## src/rtl/byte_striper_n.sv

```systemverilog
// Round-robin byte striper for the phy_tx lane serialisers.
// Collects NUM_LANES bytes, presents each stripe on all lanes together; flush pads partial stripes.
module byte_striper_n #(
  parameter int unsigned NUM_LANES = 4,
  parameter int unsigned DATA_W = 8,
  parameter logic [DATA_W-1:0] PAD_WORD = 8'hBC,
  localparam int unsigned PTR_W = $clog2(NUM_LANES)
) (
  input  logic                        clk_2f,
  input  logic                        reset,
  input  logic [DATA_W-1:0]           data_in,
  input  logic                        valid_in,
  input  logic                        flush,
  output logic [NUM_LANES*DATA_W-1:0] lane_data_out,
  output logic [NUM_LANES-1:0]        lane_valid_out,
  output logic                        stripe_out,
  output logic [PTR_W-1:0]            fill_ptr
);

  localparam logic [PTR_W-1:0] LAST = PTR_W'(NUM_LANES - 1);

  logic [NUM_LANES-1:0][DATA_W-1:0] stripe_buf;
  logic [NUM_LANES-1:0]             bv;

  logic [NUM_LANES-1:0][DATA_W-1:0] nbuf;
  logic [NUM_LANES-1:0]             nbv;
  logic [NUM_LANES*DATA_W-1:0]      stripe_w;
  logic                             emit;

  // Buffer image with this cycle's byte written, padded lane image, emit decision.
  always_comb begin
    nbuf = stripe_buf;
    nbv  = bv;
    if (valid_in) begin
      nbuf[fill_ptr] = data_in;
      nbv[fill_ptr]  = 1'b1;
    end
    emit = (valid_in && fill_ptr == LAST) ||
           (flush && (fill_ptr != '0 || valid_in));
    for (int k = 0; k < NUM_LANES; k++) begin
      stripe_w[k*DATA_W +: DATA_W] = nbv[k] ? nbuf[k] : PAD_WORD;
    end
  end

  // Collect bytes, present completed or flushed stripes, hold outputs otherwise.
  always_ff @(posedge clk_2f or posedge reset) begin
    if (reset) begin
      stripe_buf     <= '0;
      bv             <= '0;
      fill_ptr       <= '0;
      lane_data_out  <= '0;
      lane_valid_out <= '0;
      stripe_out     <= 1'b0;
    end else begin
      stripe_out <= 1'b0;
      if (emit) begin
        lane_data_out  <= stripe_w;
        lane_valid_out <= nbv;
        stripe_out     <= 1'b1;
        fill_ptr       <= '0;
        bv             <= '0;
      end else if (valid_in) begin
        stripe_buf <= nbuf;
        bv         <= nbv;
        fill_ptr   <= fill_ptr + 1'b1;
      end
    end
  end

endmodule

```

## config.mk

```make
export PLATFORM = sky130hd
export DESIGN_NAME = byte_striper_n
export DESIGN_NICKNAME = d
export VERILOG_FILES = /design/src/rtl/byte_striper_n.sv
export SDC_FILE = /design/constraint.sdc
export NUM_CORES = 1
export LEC_CHECK = 0
export CELL_PAD_IN_SITES_DETAIL_PLACEMENT = 1
export CELL_PAD_IN_SITES_GLOBAL_PLACEMENT = 1
export CORE_MARGIN = 2
export CORE_UTILIZATION = 43
export DETAILED_ROUTE_END_ITERATION = 7
export MAX_ROUTING_LAYER = met4
export PLACE_DENSITY_LB_ADDON = 0.12
export RECOVER_POWER = 50
export SYNTH_ARGS = -nofsm -noshare
export SYNTH_HDL_FRONTEND = slang
export SYNTH_SLANG_ARGS = --single-unit
```

## constraint.sdc

```tcl
create_clock -name clk_2f -period 2.55 [get_ports clk_2f]
set_input_delay 0.255 -clock clk_2f [delete_from_list [all_inputs] [get_ports clk_2f]]
set_output_delay 0.255 -clock clk_2f [all_outputs]
set_load 0.01 [all_outputs]
```

==> flow_metrics.env, run 1 <==
export IMPL_outcome="finished, final reports clean"
export IMPL_drive_above_1_share=0.1543
export IMPL_cts_resized=0
export IMPL_cts_clk_slew_worst_paths_ps=70
export IMPL_synthFlopType="dfrtp_1"
export IMPL_startpoint_type="flip-flop"
export IMPL_synth_largest_area_cell="dfrtp_1"
export IMPL_critPathRequiredTime_ps=2770
export IMPL_r2r_slack_ps=500
export IMPL_power_frac_clock=0.229
export IMPL_place_area_sq_um=3861
export IMPL_peakVddDrop_mv=0.3360
export IMPL_seq_area_frac_synth=0.5680
export IMPL_dieArea_sq_um=8402
export IMPL_r2r_end="stripe_buf[12]$_DFFE_PP0P_"
export IMPL_postCtsHoldBufs=0
export IMPL_fin_crit_sh=0.8052
export IMPL_cts_setup_buffers=0
export IMPL_place_ws_ps=476.5
export IMPL_syn_nets=293
export IMPL_yosysTopAreaCellShare=0.5680
export IMPL_area_delta_synth_final_pct=21.36
export IMPL_power_leakage_nw=1.842
export IMPL_syn_area_per_cell_sq_um=11.97
export IMPL_ys_ff_latch=75
export IMPL_nNetsFinal=337
export IMPL_hold_ws_ps=379.8
export IMPL_syn_area_sq_um=3304
export IMPL_critPathMaxFanout=8
export IMPL_final_area_sq_um=4010
export IMPL_hold_end="stripe_buf[25]$_DFFE_PP0P_"
export IMPL_antenna_found_initial=0
export IMPL_r2r_cells=4
export IMPL_yosysWarnings=0
export IMPL_drv_slew=0
export IMPL_p_switching_mw=1.020
export IMPL_grt_pass1_wl_mm=13.11
export IMPL_end_kind="flip-flop"
export IMPL_num_antenna_cells=0
export IMPL_crit_start="fill_ptr[0]$_DFFE_PP0P_"
export IMPL_cellPowerDensity_nw_per_um2=853.7
export IMPL_yosysUniqueCellTypes=28
export IMPL_io_pins=51
export IMPL_p_seq_frac=0.491
export IMPL_finalSetupTns_ps=0
export IMPL_grt_total_usage=0.2117
export IMPL_maxSlewHeadroom=0.3688
export IMPL_final_cell_mix="dfrtp_1 (75), clkdlybuf4s50_1 (37), mux2_2 (28), nand3_1 (27), o21ai_0 (27)"
export IMPL_first_pass_iters=4
export IMPL_finalSetupViolCount=0
export IMPL_die_w_um=91.66
export IMPL_holdPathStages=0
export IMPL_dp_hpwl_mm=5.173
export IMPL_rsz0062_at_grt="false"
export IMPL_drtIter0Drc=37
export IMPL_fin_crit_ps=2053
export IMPL_fp_row_count=31
export IMPL_floorplan_initialDensity=0.4508
export IMPL_arrival_ps=2280
export IMPL_wl_mm=7.928
export IMPL_maxCapViolCount=0
export IMPL_r2r_start="fill_ptr[0]$_DFFE_PP0P_"
export IMPL_numClockSinks=75
export IMPL_grt_max_degree=52
export IMPL_swShare=0.2978
export IMPL_critPathKind="flip-flop to flip-flop"
export IMPL_viasPerCell=5.305
export IMPL_syn_inst=276
export IMPL_hold_class="flip-flop to flip-flop"
export IMPL_layout_setup_ws_ps=496.8
export IMPL_cts_buffer_depth=2
export IMPL_die_y_um=91.66
export IMPL_combPwrFrac=0.279
export IMPL_fillers=778
export IMPL_vias=2244
export IMPL_port_buffers=50
export IMPL_clock_latency_ps=340
export IMPL_final_common_cell="dfrtp_1"
export IMPL_p_int_mw=2.404
export IMPL_core_sq_um=7331
export IMPL_h_tree_depth=3
export IMPL_drc=0
export IMPL_synth_edff_count=0
export IMPL_grt_overflow=0
export IMPL_tritoncts="done"
export IMPL_tightest_slew_ps=945.7
export IMPL_hold_viol_final=0
export IMPL_gp_congestion=0.7406
export IMPL_timing_fmax_ghz=0.4871
export IMPL_cts_root_buf="clkbuf_8"
export IMPL_finClkSkew_ps=7.724
export IMPL_ant_nets=0
export IMPL_wl_per_cell_um=18.74
export IMPL_min_from="stripe_buf[25]$_DFFE_PP0P_"
export IMPL_grt_pass1_vias=2491
export IMPL_async_reset_ff_frac=1.000
export IMPL_numCtsBuffers=9
export IMPL_synth_area_leaders="dfrtp_1 (57%), mux2_2 (9.5%), mux2i_1 (6.1%)"
==> state kept, by name, indices dropped and copies added (netlist names) <==
signal,count
fill_ptr,2
lane_data_out,32
stripe_out,1
lane_valid_out,4
stripe_buf,32
bv,4
==> critical path: stages (launching register included) <==
cell	delay, ps
dfrtp_1	430
ha_1	310
nor3b_2	390
and2_1	420
mux2_2	390
==> metrics by stage <==
stage,total power [mW],std cells,util
after global routing,3.647,423,0.5470
after global placement,2.648,408,0.5267
after detailed placement,2.692,408,0.5267
final,3.423,423,0.5470
after floorplan,2.233,276,-
after CTS,3.493,423,0.5487
==> per-layer routing <==
layer | part of all wire | up-vias | track usage
li1 | - | 1059 | -
met2 | 0.50 | 34 | 0.3529
met1 | 0.46 | 1139 | 0.2649
met4 | 0.017 | 0 | 0.07955
met5 | 0 | - | -
met3 | 0.021 | 12 | 0.02794
==> worst max-delay path by stage <==
stage | cells past startpoint | slack [ps] | end
2_1_floorplan | 1 | 390 | bv[0]$_DFFE_PP0P_
3_3_place_gp | 6 | 500 | lane_data_out[1]$_DFFE_PP0P_
3_5_place_dp | 6 | 480 | lane_data_out[1]$_DFFE_PP0P_
4_1_cts | 6 | 470 | lane_data_out[1]$_DFFE_PP0P_
5_1_grt | 6 | 300 | lane_data_out[16]$_DFFE_PP0P_
6_report | 4 | 500 | stripe_buf[12]$_DFFE_PP0P_
==> power groups by stage <==
stage | combinational, mW | clock, mW | sequential [mW]
after detailed placement | 0.991 | 0 | 1.70
final | 0.956 | 0.785 | 1.68
after global routing | 1.05 | 0.863 | 1.73
after floorplan | 0.502 | 0 | 1.73
after CTS | 0.998 | 0.814 | 1.68
after global placement | 0.964 | 0 | 1.68
==> synth_stat cells, types with 6 or more instances <==
| library cell | number |
|---|---|
| dfrtp_1 | 75 |
| mux2_2 | 28 |
| nand3_1 | 27 |
| o21ai_0 | 27 |
| mux2i_1 | 20 |
| nand2b_1 | 16 |
| a31oi_1 | 9 |
| and3_1 | 9 |
| clkbuf_1 | 8 |
| buf_2 | 7 |
| buf_4 | 6 |
==> layout make-up <==
class,instances,area (sq um),area share
flip-flops and latches,75,1877,0.4680
well taps,99,123.9,0.03089
inverters,4,15.01,0.003744
multi-input cells,175,1295,0.3229
clock buffers,13,148.9,0.03713
clock inverters,2,12.51,0.003120
repair buffers,55,538.0,0.1342
==> logic make-up after synthesis <==
kind of cell               synth area share
AOI/OAI and AO/OA                   0.09769
buffers and inverters               0.04127
and+or+nand+nor                      0.1181
muxes                                0.1560
DFF                                  0.5680
adders and majority gates           0.01893
No activity file was read; power rests on OpenSTA's default activity.
==> run 2, diff against run 1 <==
==> constraint.sdc (replaced) <==
create_clock -name clk_2f -period 2.1 [get_ports clk_2f]
set_input_delay 0.21 -clock clk_2f [delete_from_list [all_inputs] [get_ports clk_2f]]
set_output_delay 0.21 -clock clk_2f [all_outputs]
set_load 0.01 [all_outputs]
==> run 2 against run 1 <==
Net effect:
- setup slack got worse by 360 ps
- non-clock buffer count rose by 4
- wire length fell by 2.1%
- utilization rose by 1.4 points
- clock skew barely moved
- clock-buffer cell count fell by 1
- die area did not move
- sequential cell count did not move
- global-route usage fell by 0.62 points
- sequential share of layout area fell by 1.1 points
- final area rose by 2.5%
- clock power rose by 62%
==> flow_metrics.env, run 2 (synthesized netlist as in run 1, its figures left out) <==
export IMPL_die_w_um=91.66
export IMPL_drtIter0Drc=71
export IMPL_timing_fmax_ghz=0.5089
export IMPL_num_antenna_cells=0
export IMPL_top_regs="lane_data_out x32, stripe_buf x32"
export IMPL_postCtsHoldBufs=0
export IMPL_floorplan_initialDensity=0.4508
export IMPL_critPathKind="flip-flop to flip-flop"
export IMPL_cp_slowest_cell="dfrtp_1"
export IMPL_grt_total_usage=0.2056
export IMPL_final_cell_mix="dfrtp_1 (75), clkdlybuf4s50_1 (37), mux2_2 (28), nand3_1 (27), o21ai_0 (27)"
export IMPL_crit_start="fill_ptr[1]$_DFFE_PP0P_"
export IMPL_cellPowerDensity_nw_per_um2=1088
export IMPL_wl_per_cell_um=18.13
export IMPL_instances_no_fill=428
export IMPL_r2r_start="fill_ptr[1]$_DFFE_PP0P_"
export IMPL_arrival_ps=2200
export IMPL_grt_max_degree=76
export IMPL_maxCapViolCount=0
export IMPL_wl_mm=7.759
export IMPL_io_pins=51
export IMPL_core_sq_um=7331
export IMPL_startpoint_type="flip-flop"
export IMPL_finClkSkew_ps=7.487
export IMPL_area_delta_synth_final_pct=24.38
export IMPL_power_leakage_nw=1.898
export IMPL_place_inst=412
export IMPL_r2r_end="stripe_buf[9]$_DFFE_PP0P_"
export IMPL_finalSetupTns_ps=0
export IMPL_maxSlewHeadroom=0.3138
export IMPL_grt_pass1_wl_mm=12.82
export IMPL_fp_row_count=31
export IMPL_r2r_slack_ps=130
export IMPL_tightest_slew_ps=1029
export IMPL_hold_viol_final=0
export IMPL_drc=0
export IMPL_end_kind="flip-flop"
export IMPL_cts_clk_slew_worst_paths_ps=80
export IMPL_final_util=0.5607
export IMPL_cp_cell_sequence="ha_1, nor3b_2, and2_1, mux2_2"
export IMPL_rsz0062_at_grt="false"
export IMPL_vias=2296
export IMPL_drive_above_1_share=0.1763
export IMPL_cts_setup_buffers=0
export IMPL_nNetsFinal=341
export IMPL_tritoncts="done"
export IMPL_dp_hpwl_mm=5.063
export IMPL_regArea_sq_um=1877
export IMPL_dieArea_sq_um=8402
export IMPL_numCtsBuffers=9
export IMPL_multiInputGateArea_sq_um=1295
export IMPL_critPathMaxFanout=8
export IMPL_hold_class="flip-flop to flip-flop"
export IMPL_cts_resized=0
export IMPL_peakVddDrop_mv=0.6831
export IMPL_finalPower_mw=4.470
export IMPL_viasPerCell=5.364
export IMPL_holdPathStages=0
export IMPL_finalSetupViolCount=0
export IMPL_critPathRequiredTime_ps=2330
export IMPL_drv_slew=0
export IMPL_numClockSinks=75
export IMPL_grt_pass1_vias=2391
export IMPL_final_common_cell="dfrtp_1"
export IMPL_ant_nets=0
export IMPL_cts_buffer_depth=2
export IMPL_gp_congestion=0.7474
export IMPL_die_y_um=91.66
export IMPL_antenna_found_initial=0
export IMPL_clock_latency_ps=350
export IMPL_cts_root_buf="clkbuf_8"
export IMPL_r2r_cells=4
export IMPL_h_tree_depth=3
export IMPL_first_pass_iters=4
export IMPL_fin_crit_ps=1965
export IMPL_port_buffers=50
export IMPL_grt_overflow=0
export IMPL_fin_crit_sh=0.9357
export IMPL_cp_endpoint="stripe_buf[9]$_DFFE_PP0P_"
export IMPL_max_stage_delay_ps=470
export IMPL_outcome="finished, final reports clean"
export IMPL_fillers=774
[run 2: changes by cell type in the layout (fill, tap and decap cells not counted), sizes merged]
cell      change
clkbuf        -1
clkinvlp      +1
bufinv        +2
inv           -1
buf           +4
[run 2: critical path, delay by kind of cell, from the launching register on]
family                     cells  cell delay [ps]
adders and majority gates      1              300
and+or+nand+nor                2              710
DFF                            1              470
muxes                          1              380
[run 2: worst min-delay path by stage]
| stage | from | slack (ps) | endpoint |
|---|---|---|---|
| after global placement | stripe_buf[30]$_DFFE_PP0P_ | 360 | stripe_buf[30]$_DFFE_PP0P_ |
| after floorplan | data_in[0] | 360 | stripe_buf[0]$_DFFE_PP0P_ |
| after global routing | stripe_buf[26]$_DFFE_PP0P_ | 390 | stripe_buf[26]$_DFFE_PP0P_ |
| final | stripe_buf[30]$_DFFE_PP0P_ | 380 | stripe_buf[30]$_DFFE_PP0P_ |
| after detailed placement | stripe_buf[30]$_DFFE_PP0P_ | 360 | stripe_buf[30]$_DFFE_PP0P_ |
| after CTS | reset | 330 | lane_data_out[18]$_DFFE_PP0P_ |
[run 2: area by class of cell]
cell class	count	share of cell area
tap	99	0.03014
clock inverter	4	0.01766
timing repair buffer	59	0.1382
inverter	4	0.004566
sequential	75	0.4566
multi-input combinational	175	0.3151
clock buffer	12	0.03775
[run 2: metrics by stage]
stage / instance area (sq um) / hold slack (ps) / setup WS, ps
floorplan: 3308 / 361.6 / 354.6
global placement: 3895 / 359.8 / 157.2
detailed placement: 3895 / 362.3 / 111.0
CTS: 4123 / 333.8 / 115.1
global route: 4110 / 392.1 / 27.27
finish: 4110 / 381.1 / 134.9
[run 2: metal layers]
| metal | vias to the layer above | wire [um] | GRT usage |
|---|---|---|---|
| met5 | - | 0 | - |
| met4 | 0 | 56 | 0.06061 |
| met3 | 8 | 212 | 0.04191 |
| met2 | 37 | 3741 | 0.3180 |
| met1 | 1181 | 3748 | 0.2763 |
| li1 | 1070 | - | - |
[run 2: where the power goes]
| group | internal (mW) | switching [mW] |
|---|---|---|
| sequential | 1.82 | 0.212 |
| combinational | 0.651 | 0.516 |
| clock | 0.733 | 0.534 |
==> run 3, diff against run 2 <==
--- a/config.mk
+++ b/config.mk
@@ -5,6 +5,7 @@
 export SDC_FILE = /design/constraint.sdc
 export NUM_CORES = 1
 export LEC_CHECK = 0
+export ABC_AREA = 1
 export CELL_PAD_IN_SITES_DETAIL_PLACEMENT = 1
 export CELL_PAD_IN_SITES_GLOBAL_PLACEMENT = 1
 export CORE_MARGIN = 2
==> constraint.sdc (replaced) <==
create_clock -name clk_2f -period 2.35 [get_ports clk_2f]
set_input_delay 0.235 -clock clk_2f [delete_from_list [all_inputs] [get_ports clk_2f]]
set_output_delay 0.235 -clock clk_2f [all_outputs]
set_load 0.01 [all_outputs]
==> run 3 against run 2 <==
Net effect:
- the run now ends with capacitance limit, slew limit left
- register-to-register slack better by 140 ps
- non-clock buffer count fell by 3
- critical path depth rose by 3
- clock skew increased by 2.3 ps
- largest cell class unchanged
==> flow_metrics.env, run 3 <==
export IMPL_outcome="complete, but fails checks"
export IMPL_violations="capacitance limit, slew limit"
export IMPL_place_inst=575
export IMPL_gp_congestion=0.8093
export IMPL_instances_no_fill=590
export IMPL_end_kind="flip-flop"
export IMPL_fin_crit_sh=0.8814
export IMPL_crit_family="simple AND/OR/NAND/NOR gates"
export IMPL_seq_area_frac_synth=0.5315
export IMPL_drc=0
export IMPL_fp_row_count=33
export IMPL_hold_ws_ps=380.8
export IMPL_antenna_found_initial=0
export IMPL_drive_above_1_share=0.07216
export IMPL_path_buf_inv=1
export IMPL_yosys_area_share_adder=0.01772
export IMPL_grt_overflow=0
export IMPL_maxCapViolCount=1
export IMPL_rsz0062_at_grt="false"
export IMPL_r2r_cells=7
export IMPL_final_util=0.5243
export IMPL_fin_crit_ps=2071
export IMPL_tightest_slew_ps=1726
export IMPL_r2r_slack_ps=280
export IMPL_finalPower_mw=3.628
export IMPL_top_regs="lane_data_out x32, stripe_buf x32"
export IMPL_nNetsFinal=498
export IMPL_syn_area_sq_um=3531
export IMPL_h_tree_depth=3
export IMPL_place_area_sq_um=4075
export IMPL_r2r_start="fill_ptr[1]$_DFFE_PP0P_"
export IMPL_crit_path_frequent_cell="nand2_4"
export IMPL_synth_largest_area_cell="dfrtp_1"
export IMPL_critPathMaxFanout=22
export IMPL_layout_setup_ws_ps=278.7
export IMPL_cts_setup_buffers=0
export IMPL_power_leakage_nw=2.289
export IMPL_grt_pass1_wl_mm=16.17
export IMPL_port_buffers=50
export IMPL_synth_xor_area_share=0
export IMPL_final_common_cell="nand2_1"
export IMPL_cellPowerDensity_nw_per_um2=855.0
export IMPL_maxSlewHeadroom=-0.1506
export IMPL_die_y_um=94.62
export IMPL_critPathRequiredTime_ps=2600
export IMPL_holdPathStages=0
export IMPL_cts_resized=0
export IMPL_wl_mm=9.570
export IMPL_final_area_sq_um=4243
export IMPL_finClkSkew_ps=9.764
export IMPL_yosysUniqueCellTypes=14
export IMPL_hold_class="flip-flop to flip-flop"
export IMPL_yosysMostFrequentCell="nand2_1"
export IMPL_synth_area_leaders="dfrtp_1 (53%), nand2_1 (26%), nand3_1 (9.4%)"
export IMPL_dp_hpwl_mm=6.179
export IMPL_syn_area_per_cell_sq_um=8.025
export IMPL_worst_path_stages=7
export IMPL_synth_edff_count=0
export IMPL_synth_simple_area_share=0.3863
export IMPL_numCtsBuffers=9
export IMPL_drtIter0Drc=179
export IMPL_synthFlopType="dfrtp_1"
export IMPL_num_antenna_cells=0
export IMPL_yosysTopAreaCellShare=0.5315
export IMPL_startpoint_type="flip-flop"
export IMPL_grt_pass1_vias=3333
export IMPL_area_delta_synth_final_pct=20.16
export IMPL_synth_compound_area_frac=0
export IMPL_first_pass_iters=4
export IMPL_cts_clk_slew_worst_paths_ps=80
export IMPL_ant_nets=0
export IMPL_place_ws_ps=247.3
export IMPL_numClockSinks=75
export IMPL_max_stage_delay_ps=470
export IMPL_peakVddDrop_mv=0.3454
export IMPL_critPathKind="flip-flop to flip-flop"
export IMPL_grt_max_degree=76
export IMPL_hold_end="stripe_buf[29]$_DFFE_PP0P_"
export IMPL_cp_slowest_cell="dfrtp_1"
export IMPL_postCtsHoldBufs=0
export IMPL_hold_viol_final=0
export IMPL_vias=3078
export IMPL_die_w_um=94.62
export IMPL_ys_ff_latch=75
export IMPL_cts_root_buf="clkbuf_8"
export IMPL_viasPerCell=5.217
export IMPL_synth_top_family_by_area="simple AND/OR/NAND/NOR gates"
export IMPL_tritoncts="done"
export IMPL_r2r_end="fill_ptr[1]$_DFFE_PP0P_"
export IMPL_grt_total_usage=0.2445
export IMPL_final_cell_mix="nand2_1 (241), dfrtp_1 (75), nand3_1 (66), clkdlybuf4s50_1 (38), dlygate4sd3_1 (12)"
export IMPL_drv_slew=76
export IMPL_io_pins=51
export IMPL_synth_mux_area_frac=0
export IMPL_core_sq_um=8093
export IMPL_syn_inst=440
export IMPL_cp_cell_sequence="ha_1, nand2_4, nand2_4, nand2_2, buf_12, nand3_1, nand2_1"
export IMPL_synth_commonest_cells="nand2_1 (241), dfrtp_1 (75), nand3_1 (66)"
export IMPL_timing_fmax_ghz=0.4828
export IMPL_clock_latency_ps=360
export IMPL_wl_per_cell_um=16.22
export IMPL_min_from="stripe_buf[29]$_DFFE_PP0P_"
export IMPL_syn_nets=457
export IMPL_arrival_ps=2320
export IMPL_cts_buffer_depth=2
export IMPL_yosysWarnings=0
export IMPL_finalSetupViolCount=0
export IMPL_dieArea_sq_um=8952
export IMPL_floorplan_initialDensity=0.4363
export IMPL_finalSetupTns_ps=0
export IMPL_async_reset_ff_frac=1.000
[run 3: cell count changes in the layout (fill, tap and decap cells not counted), sizes merged, moves of 4 or more]
cell     delta
o21ai      -28
a21oi       -6
nand2     +248
mux2       -28
nand3      +39
and2        -4
a31oi       -9
nand2b     -16
inv        +10
and3        -9
nor2        -4
mux2i      -20
a2bb2oi     -5
[run 3: power breakdown]
part | leakage (nW) | internal, mW | total (mW) | switching [mW]
combinational | 1.23 | 0.418 | 0.982 | 0.564
sequential | 0.970 | 1.53 | 1.67 | 0.139
clock | 0.0881 | 0.481 | 0.976 | 0.494
total | 2.29 | 2.43 | 3.63 | 1.20
[run 3: worst max path at each step]
stage	start	end	slack, ps
floorplan	reset	bv[0]$_DFFE_PP0P_	210
global placement	valid_in	fill_ptr[0]$_DFFE_PP0P_	320
detailed placement	valid_in	fill_ptr[1]$_DFFE_PP0P_	250
CTS	fill_ptr[1]$_DFFE_PP0P_	fill_ptr[1]$_DFFE_PP0P_	260
global route	fill_ptr[1]$_DFFE_PP0P_	fill_ptr[1]$_DFFE_PP0P_	150
finish	fill_ptr[1]$_DFFE_PP0P_	fill_ptr[1]$_DFFE_PP0P_	280
[run 3: routing by layer]
metal	global-route usage	up-vias	share of wire
met5	-	-	0
met4	0.1014	0	0.016
met3	0.04389	15	0.039
met2	0.3889	62	0.49
met1	0.3093	1560	0.45
li1	-	1441	-
[run 3: cell type report]
type	instances	area, sq um
Tap cell	105	131.4
Multi-Input combinational cell	325	1426
Sequential cell	75	1877
Timing Repair Buffer	56	568.0
Fill cell	1028	3850
Clock buffer	10	127.6
Inverter	14	57.56
Clock inverter	5	55.05
[run 3: kinds of logic after synthesis]
logic type | after synthesis
flops | 75
simple gates | 320
fa+ha+maj | 5
buf+inv | 40
[run 3: worst reg2reg max path, delay by kind of cell (launching register included)]
| kind | cells | cell delay (ps) |
|---|---|---|
| simple gates | 5 | 780 |
| flops | 1 | 470 |
| fa+ha+maj | 1 | 430 |
| buf+inv | 1 | 290 |
